`src/rtl/regfile_wb_arbiter.sv`:
```
// Register-file write-port arbiter: in-order writeback has priority, multi-cycle results
// are queued and drained in free slots, with a forced drain after STARVE_MAX primary wins.
module regfile_wb_arbiter #(
    parameter int DEPTH      = 4,
    parameter int STARVE_MAX = 8
) (
    input  logic                     clk,
    input  logic                     rst,
    input  logic                     wb_valid,
    input  logic [4:0]               wb_rd,
    input  logic [31:0]              wb_data,
    output logic                     wb_stall,
    input  logic                     mc_valid,
    input  logic [4:0]               mc_rd,
    input  logic [31:0]              mc_data,
    output logic                     mc_ready,
    input  logic [4:0]               rs1,
    input  logic [4:0]               rs2,
    output logic                     hazard_rs1,
    output logic                     hazard_rs2,
    output logic                     rf_we,
    output logic [4:0]               rf_a3,
    output logic [31:0]              rf_wd,
    output logic [$clog2(DEPTH):0]   fifo_count
);
    localparam int AW = $clog2(DEPTH);
    localparam int CW = $clog2(STARVE_MAX + 1);

    logic [4:0]    r_fifo_rd   [DEPTH];
    logic [31:0]   r_fifo_data [DEPTH];
    logic [AW-1:0] r_wptr, r_rptr;
    logic [AW:0]   r_count;
    logic [CW-1:0] r_starve;
    logic          r_rf_we;
    logic [4:0]    r_rf_a3;
    logic [31:0]   r_rf_wd;

    logic w_full, w_empty, w_push, w_pop, w_prim, w_stall;
    logic w_hit1, w_hit2;

    assign w_full   = (r_count == (AW+1)'(DEPTH));
    assign w_empty  = (r_count == '0);
    assign w_stall  = (r_starve == CW'(STARVE_MAX)) && !w_empty;
    // Writes to x0 are no-ops: mc handshake completes without storing, wb slot counts as free.
    assign w_push   = mc_valid && !w_full && (mc_rd != 5'd0);
    assign w_prim   = !w_stall && wb_valid && (wb_rd != 5'd0);
    assign w_pop    = w_stall || (!w_prim && !w_empty);

    assign mc_ready   = !w_full;
    assign wb_stall   = w_stall;
    assign fifo_count = r_count;
    assign rf_we      = r_rf_we;
    assign rf_a3      = r_rf_a3;
    assign rf_wd      = r_rf_wd;

    always_ff @(posedge clk or negedge rst) begin
        if (!rst) begin
            for (int i = 0; i < DEPTH; i++) begin
                r_fifo_rd[i]   <= 5'd0;
                r_fifo_data[i] <= 32'd0;
            end
        end else if (w_push) begin
            r_fifo_rd[r_wptr]   <= mc_rd;
            r_fifo_data[r_wptr] <= mc_data;
        end
    end

    always_ff @(posedge clk or negedge rst) begin
        if (!rst) begin
            r_wptr  <= '0;
            r_rptr  <= '0;
            r_count <= '0;
        end else begin
            r_wptr  <= r_wptr + AW'(w_push);
            r_rptr  <= r_rptr + AW'(w_pop);
            r_count <= r_count + (AW+1)'(w_push) - (AW+1)'(w_pop);
        end
    end

    always_ff @(posedge clk or negedge rst) begin
        if (!rst) begin
            r_starve <= '0;
        end else if (w_prim && !w_empty) begin
            if (r_starve != CW'(STARVE_MAX))
                r_starve <= r_starve + CW'(1);
        end else begin
            r_starve <= '0;
        end
    end

    always_ff @(posedge clk or negedge rst) begin
        if (!rst) begin
            r_rf_we <= 1'b0;
            r_rf_a3 <= 5'd0;
            r_rf_wd <= 32'd0;
        end else if (w_prim) begin
            r_rf_we <= 1'b1;
            r_rf_a3 <= wb_rd;
            r_rf_wd <= wb_data;
        end else if (w_pop) begin
            r_rf_we <= 1'b1;
            r_rf_a3 <= r_fifo_rd[r_rptr];
            r_rf_wd <= r_fifo_data[r_rptr];
        end else begin
            r_rf_we <= 1'b0;
        end
    end

    // An entry is live when its distance from the read pointer is below the occupancy.
    always_comb begin
        logic [AW-1:0] w_off;
        w_hit1 = r_rf_we && (r_rf_a3 == rs1);
        w_hit2 = r_rf_we && (r_rf_a3 == rs2);
        for (int i = 0; i < DEPTH; i++) begin
            w_off = AW'(i) - r_rptr;
            if ({1'b0, w_off} < r_count) begin
                if (r_fifo_rd[i] == rs1) w_hit1 = 1'b1;
                if (r_fifo_rd[i] == rs2) w_hit2 = 1'b1;
            end
        end
    end

    assign hazard_rs1 = (rs1 != 5'd0) && w_hit1;
    assign hazard_rs2 = (rs2 != 5'd0) && w_hit2;

endmodule

```
`config.mk`:
```
export PLATFORM = sky130hd
export DESIGN_NAME = regfile_wb_arbiter
export DESIGN_NICKNAME = d
export VERILOG_FILES = /design/src/rtl/regfile_wb_arbiter.sv
export SDC_FILE = /design/constraint.sdc
export NUM_CORES = 1
export LEC_CHECK = 0
export BUFFER_PORTS_ARGS = -buffer_cell sky130_fd_sc_hd__buf_2
export CAP_MARGIN = 15
export CORE_MARGIN = 5
export CORE_UTILIZATION = 62
export DETAILED_ROUTE_END_ITERATION = 7
export GPL_ROUTABILITY_DRIVEN = 1
export PLACE_DENSITY = 0.82
export SYNTH_ARGS = -nofsm -noshare
export SYNTH_HDL_FRONTEND = slang
export SYNTH_SLANG_ARGS = --single-unit
```
`constraint.sdc`:
```
create_clock -name clk -period 6.15 [get_ports clk]
set_clock_uncertainty 0.15 [all_clocks]
set_input_delay 0.3075 -clock clk [delete_from_list [all_inputs] [get_ports clk]]
set_output_delay 0.3075 -clock clk [all_outputs]
set_load 0.02 [all_outputs]
```
# Word level (Yosys, flattened, before mapping)
# Index checks and enable logic that the tools add are counted.
# Widths: inputs -> output; s select.
# totals
input_bits	88
ff_bits	197
wordCells	106
# classes
n_eq_ne	14
bitwise_logic	2
order_cmp	7
muxes	36
n_reduce_logical	23
n_addsub	9
# ops
cell	count
$mux 32	5
$bwmux 128	1
$bmux 32 s2	1
$demux 32 s2	1
$eq 5x5->1	10
$mux 5	5
$bwmux 20	1
$reduce_bool 5->1	4
$mux 1	18
$logic_and 1x1->1	12
$lt 2x3->1	4
$bmux 5 s2	1
$demux 5 s2	1
$mux 4	2
$ge 3x3->1 const B	2
$not 2->3	2
$add 2x1->2	2
$add 4x1->4 const B	1
$eq 4x4->1 const B	1
$logic_not 1->1	4
$ne 4x4->1 const B	1
$sub 1x2->2 const A	2
$sub 2x2->2 const A	2
$add 3x1->3	1
7 further kinds	7

# Longest topological paths before layout
# Gate-level depths: netlist of the first run.
# depth
ltp_word	11
mapped_depth	13
mapped_depth_nobuf	11

# Least setup slack after synthesis of the first run
# No wires, ideal clock.
# synth_path
path_kind	flip-flop to output port
startpoint	register r_rptr[0]
endpoint	output port hazard_rs1
t_arrival_ps	2285
stages_incl_launch_ff	11
n_path_buf	2
slack_ps	3407
cell_sequence	dfrtp_1 > clkbuf_1 > buf_2 > xnor2_1 > inv_1 > ha_1 > nor2b_1 > a22o_1 > nor4_1 > nor4_1 > a21oi_1
# synth_between
elab_chain_len	10
elab_cells_between_ends	16
classes_between	add/sub (4); order compare (4); mux (7); reduce/logical (1)
# synth_rtl
element	line_no	source
from (decl)	31	logic [AW-1:0] r_wptr, r_rptr;
from (signal assigned)	75	r_rptr <= r_rptr + AW'(w_pop);
$sub 1x2->2	115	w_off = AW'(i) - r_rptr;
$lt 2x3->1	116	if ({1'b0, w_off} < r_count) begin
$mux 1	116	
$mux 1	117	if (r_fifo_rd[i] == rs1) w_hit1 = 1'b1;
$mux 1	116	
$mux 1	117	
$mux 1	116	
$mux 1	117	
$mux 1 *	116	
$logic_and 1x1->1 *	123	assign hazard_rs1 = (rs1 != 5'd0) && w_hit1;
to (decl)	19	output logic hazard_rs1,
# Mark *: on every way between the ends. The rest lies on a longest branch, timed or not.

# Worst setup path after layout of the first run
# layout_path
startpoint	register r_rptr[1]
endpoint	output port hazard_rs2
# layout_between
elab_chain_len	10
elab_cells_between_ends	16
classes_between	add/sub (4); order compare (4); mux (7); reduce/logical (1)
# layout_rtl
element	line_no	source
$sub 1x2->2	115	
$lt 2x3->1	116	
$mux 1	116	
$mux 1	118	if (r_fifo_rd[i] == rs2) w_hit2 = 1'b1;
$mux 1	116	
$mux 1	118	
$mux 1	116	
$mux 1	118	
$mux 1 *	116	
$logic_and 1x1->1 *	124	assign hazard_rs2 = (rs2 != 5'd0) && w_hit2;
to (decl)	20	output logic hazard_rs2,
# Marked as above.

==> impl_metrics.yaml, run 1 <==
status:
  status: "finished, final reports clean"
clocking:
  h-tree-depth: 4
  cts_tree: "done"
  cts_buffers: 17
  cts.sinks: 197
  clk_latency_ns: 0.43
  cts_buffer_depth: 2
  cts_root_buffer: "clkbuf_16"
  cts_setup_buffers: 0
  cts_hold_buf: 49
  clk_pin_slew_worst_paths_ns: 0.07
  post_cts_resize_count: 0
sta:
  fmax_mhz: 271.3
  setup_violations: 0
  timing.final.max_slew_violations: 0
  fin_crit_sh_pct: 59.93
  tightest_slew_ns: 1.128
  slew_headroom_pct: 24.82
  fin_ws_ns: 2.465
  tns_ns: 0
  rsz0062_at_grt: "false"
  hold_slack_ns: 0.006975
  final.min_clock_period_ns: 3.685
  final-hold-violation-count: 0
setup_path:
  critPathMaxFanout: 41
  required_ns: 5.69
  timing.rr.start: "r_starve[0]$_DFFE_PN0P_"
  path_common_cell: "nor4_1"
  path_cells: "xnor2_1, inv_1, ha_1, nor2b_1, a22o_1, nor4_1, nor4_1, a21oi_1, buf_2"
  path_buf_inv: 2
  arrival_ns: 3.23
  r2r-end: "fifo_count[2]$_DFF_PN0_"
  r2r_cells: 12
  cp_top_family: "flip-flops"
  critPathCaptureType: "primary output"
  critical_path_class: "reg -> out"
  reg2reg_slack_ns: 3.44
  slowest_stage: "dfrtp_2"
  max_stage_delay_ns: 1.12
  cp-start-kind: "flip-flop"
power:
  p_leak_nw: 5.080
  peakVddDrop_mv: 0.2643
  powerDensity_mw_per_mm2: 542.3
  total_power_mw: 6.125
die:
  rows: 45
  io_pins: 133
  start_util_pct: 62.80
  dieArea_mm2: 0.01786
  core_mm2: 0.01509
  chipWidth_um: 133.6
  die_y_um: 133.6
finish:
  design_area_mm2: 0.01129
  num-nets-final: 938
  diodes: 0
  area_growth_pct: 19.18
  layout-drive-gt1-share_pct: 42.61
  finalCoreUtilization_pct: 74.85
  layoutNonFillerInstCount: 1040
  mostFrequentLayoutCells: "195 x dfrtp_1, 131 x buf_2, 118 x mux2_2"
  layout_commonest_cell: "dfrtp_1"
synth:
  synth_seq_cells: 197
  synth.yosys.seq_area_share_pct: 52.02
  ys_warn_count: 0
  synthArstFlopShare_pct: 100.0
  synthCells: 679
  synth-edff-count: 0
  synthesis.nets: 778
  syn-cell-area_mm2: 0.009477
  synth_ff_type: "dfrtp_1"
  synth_cell_type_count: 38
  syn_area_per_cell_um2: 13.96
placed_design:
  placement.cell_area_mm2: 0.01018
  placed_cells: 959
  gp_congestion: 0.9662
  place_ws_ns: 2.920
  dp_hpwl_um: 13490
  port_buffers: 132
min_path:
  hold_end: "r_fifo_data[2]$_DFFE_PN0P_"
  hp-start: "mc_data[2]"
  min_path_type: "in -> reg"
  hold_depth: 2
detailed_routing:
  drtIter0Drc: 388
  dr_wl_met2_um: 10920
  first_pass_iters: 6
  post_drt_wl_per_cell_um: 20.81
  dr_wl_met3_um: 1139
  drt_wl_total_um: 21640
  drtAntennaViolNets: 0
  dr.max_layer_used: "met4"
  post-route-drc-count: 0
  vias_per_cell: 6.038
  vias: 6279
  wl_met1_um: 9077
global_routing:
  grt_max_degree: 133
  grt_pass1_vias: 6789
  grt_pass1_wl_um: 35650
  globalRouteOverflowTotal: 0
  track_usage_pct: 25.59
  antenna_found_initial: 0
run:
  max-cap-violations: 0
## synthesized netlist by cell type, types with 2 or more instances
| cell | count | area [um^2] |
|---|---|---|
| a21oi_1 | 4 | 20.02 |
| a22oi_1 | 37 | 277.8 |
| and3_1 | 3 | 18.77 |
| buf_1 | 6 | 22.52 |
| buf_12 | 4 | 80.08 |
| buf_2 | 13 | 65.06 |
| buf_4 | 4 | 30.03 |
| clkbuf_1 | 19 | 71.32 |
| dfrtp_1 | 197 | 4930 |
| ha_1 | 10 | 125.1 |
| inv_1 | 47 | 176.4 |
| mux2_2 | 118 | 1329 |
| mux2_4 | 30 | 450.4 |
| mux4_2 | 37 | 833.3 |
| nand2_1 | 4 | 15.01 |
| nand2b_1 | 2 | 12.51 |
| nand3_1 | 9 | 45.04 |
| nand3b_1 | 2 | 15.01 |
| nor2_1 | 9 | 33.78 |
| nor4_1 | 10 | 62.56 |
| o21a_1 | 2 | 15.01 |
| o21ai_0 | 37 | 185.2 |
| or4_1 | 5 | 37.54 |
| xnor2_1 | 29 | 254.0 |
| xor2_1 | 28 | 245.2 |
## worst register-to-register path, stage by stage, from the launching register on
cell      delay (ns)
dfrtp_1         0.40
inv_1           0.07
ha_1            0.20
nand3b_1        0.11
nand2b_1        0.08
nand2_1         0.07
buf_4           0.38
inv_1           0.13
ha_1            0.29
inv_1           0.04
ha_1            0.18
fa_1            0.38
xnor2_1         0.13
## cells by family (layout without fill, tap and decap cells)
family	after synthesis	in the layout	share of synthesized area (%)
xor+xnor	57	57	5.268
mux	185	185	27.57
flops	197	197	52.02
simple gates	51	51	3.142
buf+inv	94	267	4.766
fa+ha+maj	11	11	1.532
compound gates	84	84	5.704
## how the worst max path moves through the flow
stage                        startpoint    endpoint  cells after the start
finish              r_rptr[1]$_DFF_PN0_  hazard_rs2                      9
global route        r_rptr[1]$_DFF_PN0_  hazard_rs2                      9
CTS                 r_rptr[1]$_DFF_PN0_  hazard_rs2                      9
detailed placement  r_rptr[1]$_DFF_PN0_  hazard_rs2                      9
global placement    r_rptr[1]$_DFF_PN0_  hazard_rs2                      9
floorplan           r_rptr[0]$_DFF_PN0_  hazard_rs1                     10
## power by group
group | switching, mW | total (mW) | internal (mW)
clock | 0.478 | 1.17 | 0.693
sequential | 0.524 | 2.48 | 1.96
combinational | 1.10 | 2.48 | 1.37
## metal layers
| layer | global-route usage (%) | vias to the layer above |
|---|---|---|
| li1 | - | 2754 |
| met1 | 33.96 | 3278 |
| met2 | 42.30 | 204 |
| met3 | 5.060 | 43 |
| met4 | 9.600 | 0 |
| met5 | 0 | - |
## sequential cells by signal, indices dropped and copies added (netlist names)
register     cells
rf_wd           32
rf_we            1
r_rptr           2
r_fifo_rd       20
rf_a3            5
r_wptr           2
r_starve         4
r_fifo_data    128
fifo_count       3
## area by class of cell
| type | instances | area [um^2] |
|---|---|---|
| repair buffers | 187 | 1205 |
| multi-input cells | 388 | 4115 |
| fillers | 944 | 3795 |
| inverters | 48 | 182.7 |
| clock buffers | 20 | 446.7 |
| flip-flops and latches | 197 | 4932 |
| well taps | 188 | 235.2 |
| clock inverters | 12 | 177.7 |
Note: power is estimated with default switching activity, not from simulation.
==> inputs of run 2 (changes only) <==
CORE_UTILIZATION = 58   (was 62)
PLACE_DENSITY = 0.78   (was 0.82)
clock period = 3.4 ns   (was 6.15 ns; I/O delays follow)
==> impl_metrics.yaml, run 2 (synthesized netlist as in run 1, its figures left out) <==
die:
  rows: 46
  start_util_pct: 59.44
  dieArea_mm2: 0.01900
  core_mm2: 0.01594
  die_y_um: 137.8
  io_pins: 133
  chipWidth_um: 137.8
detailed_routing:
  vias_per_cell: 5.754
  first_pass_iters: 5
  post-route-drc-count: 0
  post_drt_wl_per_cell_um: 20.91
  vias: 6335
  drtAntennaViolNets: 0
  drtIter0Drc: 422
  drt_wl_total_um: 23020
power:
  p_sw_mw: 3.969
  pwr-share-clk_pct: 18.0
  p_comb_share_pct: 41.8
  intPower_mw: 7.101
  peakVddDrop_mv: 0.5151
  powerDensity_mw_per_mm2: 954.3
  p_seq_share_pct: 40.1
  switching_share_pct: 35.85
  p_leak_nw: 5.203
setup_path:
  arrival_ns: 2.80
  max_stage_delay_ns: 0.73
  slowest_stage: "dfrtp_2"
  timing.rr.start: "fifo_count[0]$_DFF_PN0_"
  r2r-end: "r_fifo_data[41]$_DFFE_PN0P_"
  critical_path_class: "reg -> out"
  r2r_cells: 6
  reg2reg_slack_ns: 0.56
  path_common_cell: "nor4_1"
  cp-start-kind: "flip-flop"
  critPathMaxFanout: 20
  required_ns: 3.08
  critPathCaptureType: "primary output"
  path_cells: "xnor2_1, inv_1, ha_1, nor2b_1, a22o_1, nor4_1, nor4_1, a21oi_1, buf_2"
finish:
  mostFrequentLayoutCells: "195 x dfrtp_1, 131 x buf_2, 118 x mux2_2"
  num-nets-final: 970
  area_growth_pct: 22.42
  nFillCells: 1025
  layout_commonest_cell: "dfrtp_1"
  largest_reg_flops: 128
  layout-drive-gt1-share_pct: 41.97
  largest-register: "r_fifo_data"
  design_area_mm2: 0.01160
global_routing:
  globalRouteOverflowTotal: 0
  antenna_found_initial: 1
  grt_pass1_wl_um: 37140
  track_usage_pct: 25.68
  grt_pass1_vias: 7071
  grt_max_degree: 113
placed_design:
  port_buffers: 132
  dp_hpwl_um: 14730
  placement.cell_area_mm2: 0.01026
  gp_congestion: 0.8715
clocking:
  cts_buffers: 17
  cts_tree: "done"
  cts_buffer_depth: 2
  cts.sinks: 197
  cts_setup_buffers: 0
  cts_root_buffer: "clkbuf_16"
  clk_latency_ns: 0.43
  clk_pin_slew_worst_paths_ns: 0.07
  h-tree-depth: 4
sta:
  tns_ns: 0
  fmax_mhz: 320.3
  final.min_clock_period_ns: 3.122
  final-hold-violation-count: 0
  rsz0062_at_grt: "false"
  slew_headroom_pct: 28.83
  tightest_slew_ns: 1.065
  fin_crit_sh_pct: 91.83
  timing.final.max_slew_violations: 0
  hold_slack_ns: 0.04864
  setup_violations: 0
run:
  max-cap-violations: 0
min_path:
  min_path_type: "in -> reg"
  hp-start: "mc_valid"
  hold_depth: 4
  hold_end: "r_wptr[0]$_DFF_PN0_"
status:
  status: "finished, final reports clean"
## run 2: per-layer routing
layer  global-route usage, %  wire (um)  vias up
li1                        -          -     2819
met1                   32.74       9244     3277
met2                   45.20      12140      208
met3                   4.383       1251       31
met4                   7.684        384        0
met5                       0          0        -
## run 2: power by group through the flow
stage	clock network [mW]	registers (mW)	logic, mW
global route	2.12	4.57	5.02
detailed placement	0	4.44	4.55
CTS	2.03	4.42	4.65
finish	2.00	4.44	4.63
global placement	0	4.30	4.40
floorplan	0	4.43	3.26
## run 2: stage by stage
stage / utilization [%] / setup slack (ns) / total power, mW / std cells
6_report: 72.77 / 0.2776 / 11.07 / 1101
5_1_grt: 72.77 / 0.05035 / 11.71 / 1101
4_1_cts: 72.75 / 0.2544 / 11.10 / 1100
3_5_place_dp: 64.35 / 0.5557 / 8.985 / 993
3_3_place_gp: 64.35 / 0.6372 / 8.700 / 993
2_1_floorplan: - / 0.7947 / 7.692 / 679
## run 2: worst max path at each step
stage | startpoint | endpoint | slack (ns) | depth (start not counted)
5_1_grt | r_rptr[1]$_DFF_PN0_ | hazard_rs1 | 0.05 | 9
3_3_place_gp | fifo_count[0]$_DFF_PN0_ | r_fifo_data[43]$_DFFE_PN0P_ | 0.64 | 6
6_report | r_rptr[1]$_DFF_PN0_ | hazard_rs1 | 0.28 | 9
3_5_place_dp | fifo_count[0]$_DFF_PN0_ | r_fifo_data[46]$_DFFE_PN0P_ | 0.56 | 6
4_1_cts | r_rptr[1]$_DFF_PN0_ | hazard_rs1 | 0.25 | 9
2_1_floorplan | r_rptr[0]$_DFF_PN0_ | hazard_rs1 | 0.79 | 10
## run 2: critical path: cells and delay by family (launching register included)
kind            cells  cell delay [ns]
fa+ha+maj           1             0.27
xor+xnor            1             0.21
simple gates        3             0.51
buf+inv             2             0.26
compound gates      2             0.40
flops               1             0.73
## run 2: area by class of cell
cell class	instances	area, um^2	area share (%)
Antenna cell	1	2.502	0.02157
Clock inverter	15	162.7	1.402
Sequential cell	197	4932	42.52
Inverter	48	182.7	1.575
Timing Repair Buffer	219	1510	13.02
Tap cell	216	270.3	2.330
Multi-Input combinational cell	388	4115	35.47
Clock buffer	17	425.4	3.667
## run 2: repair_timing
item	4_1_cts	5_1_grt
hold buffers	75	0
gates resized for setup	0	0
hold endpoints to repair	294	0
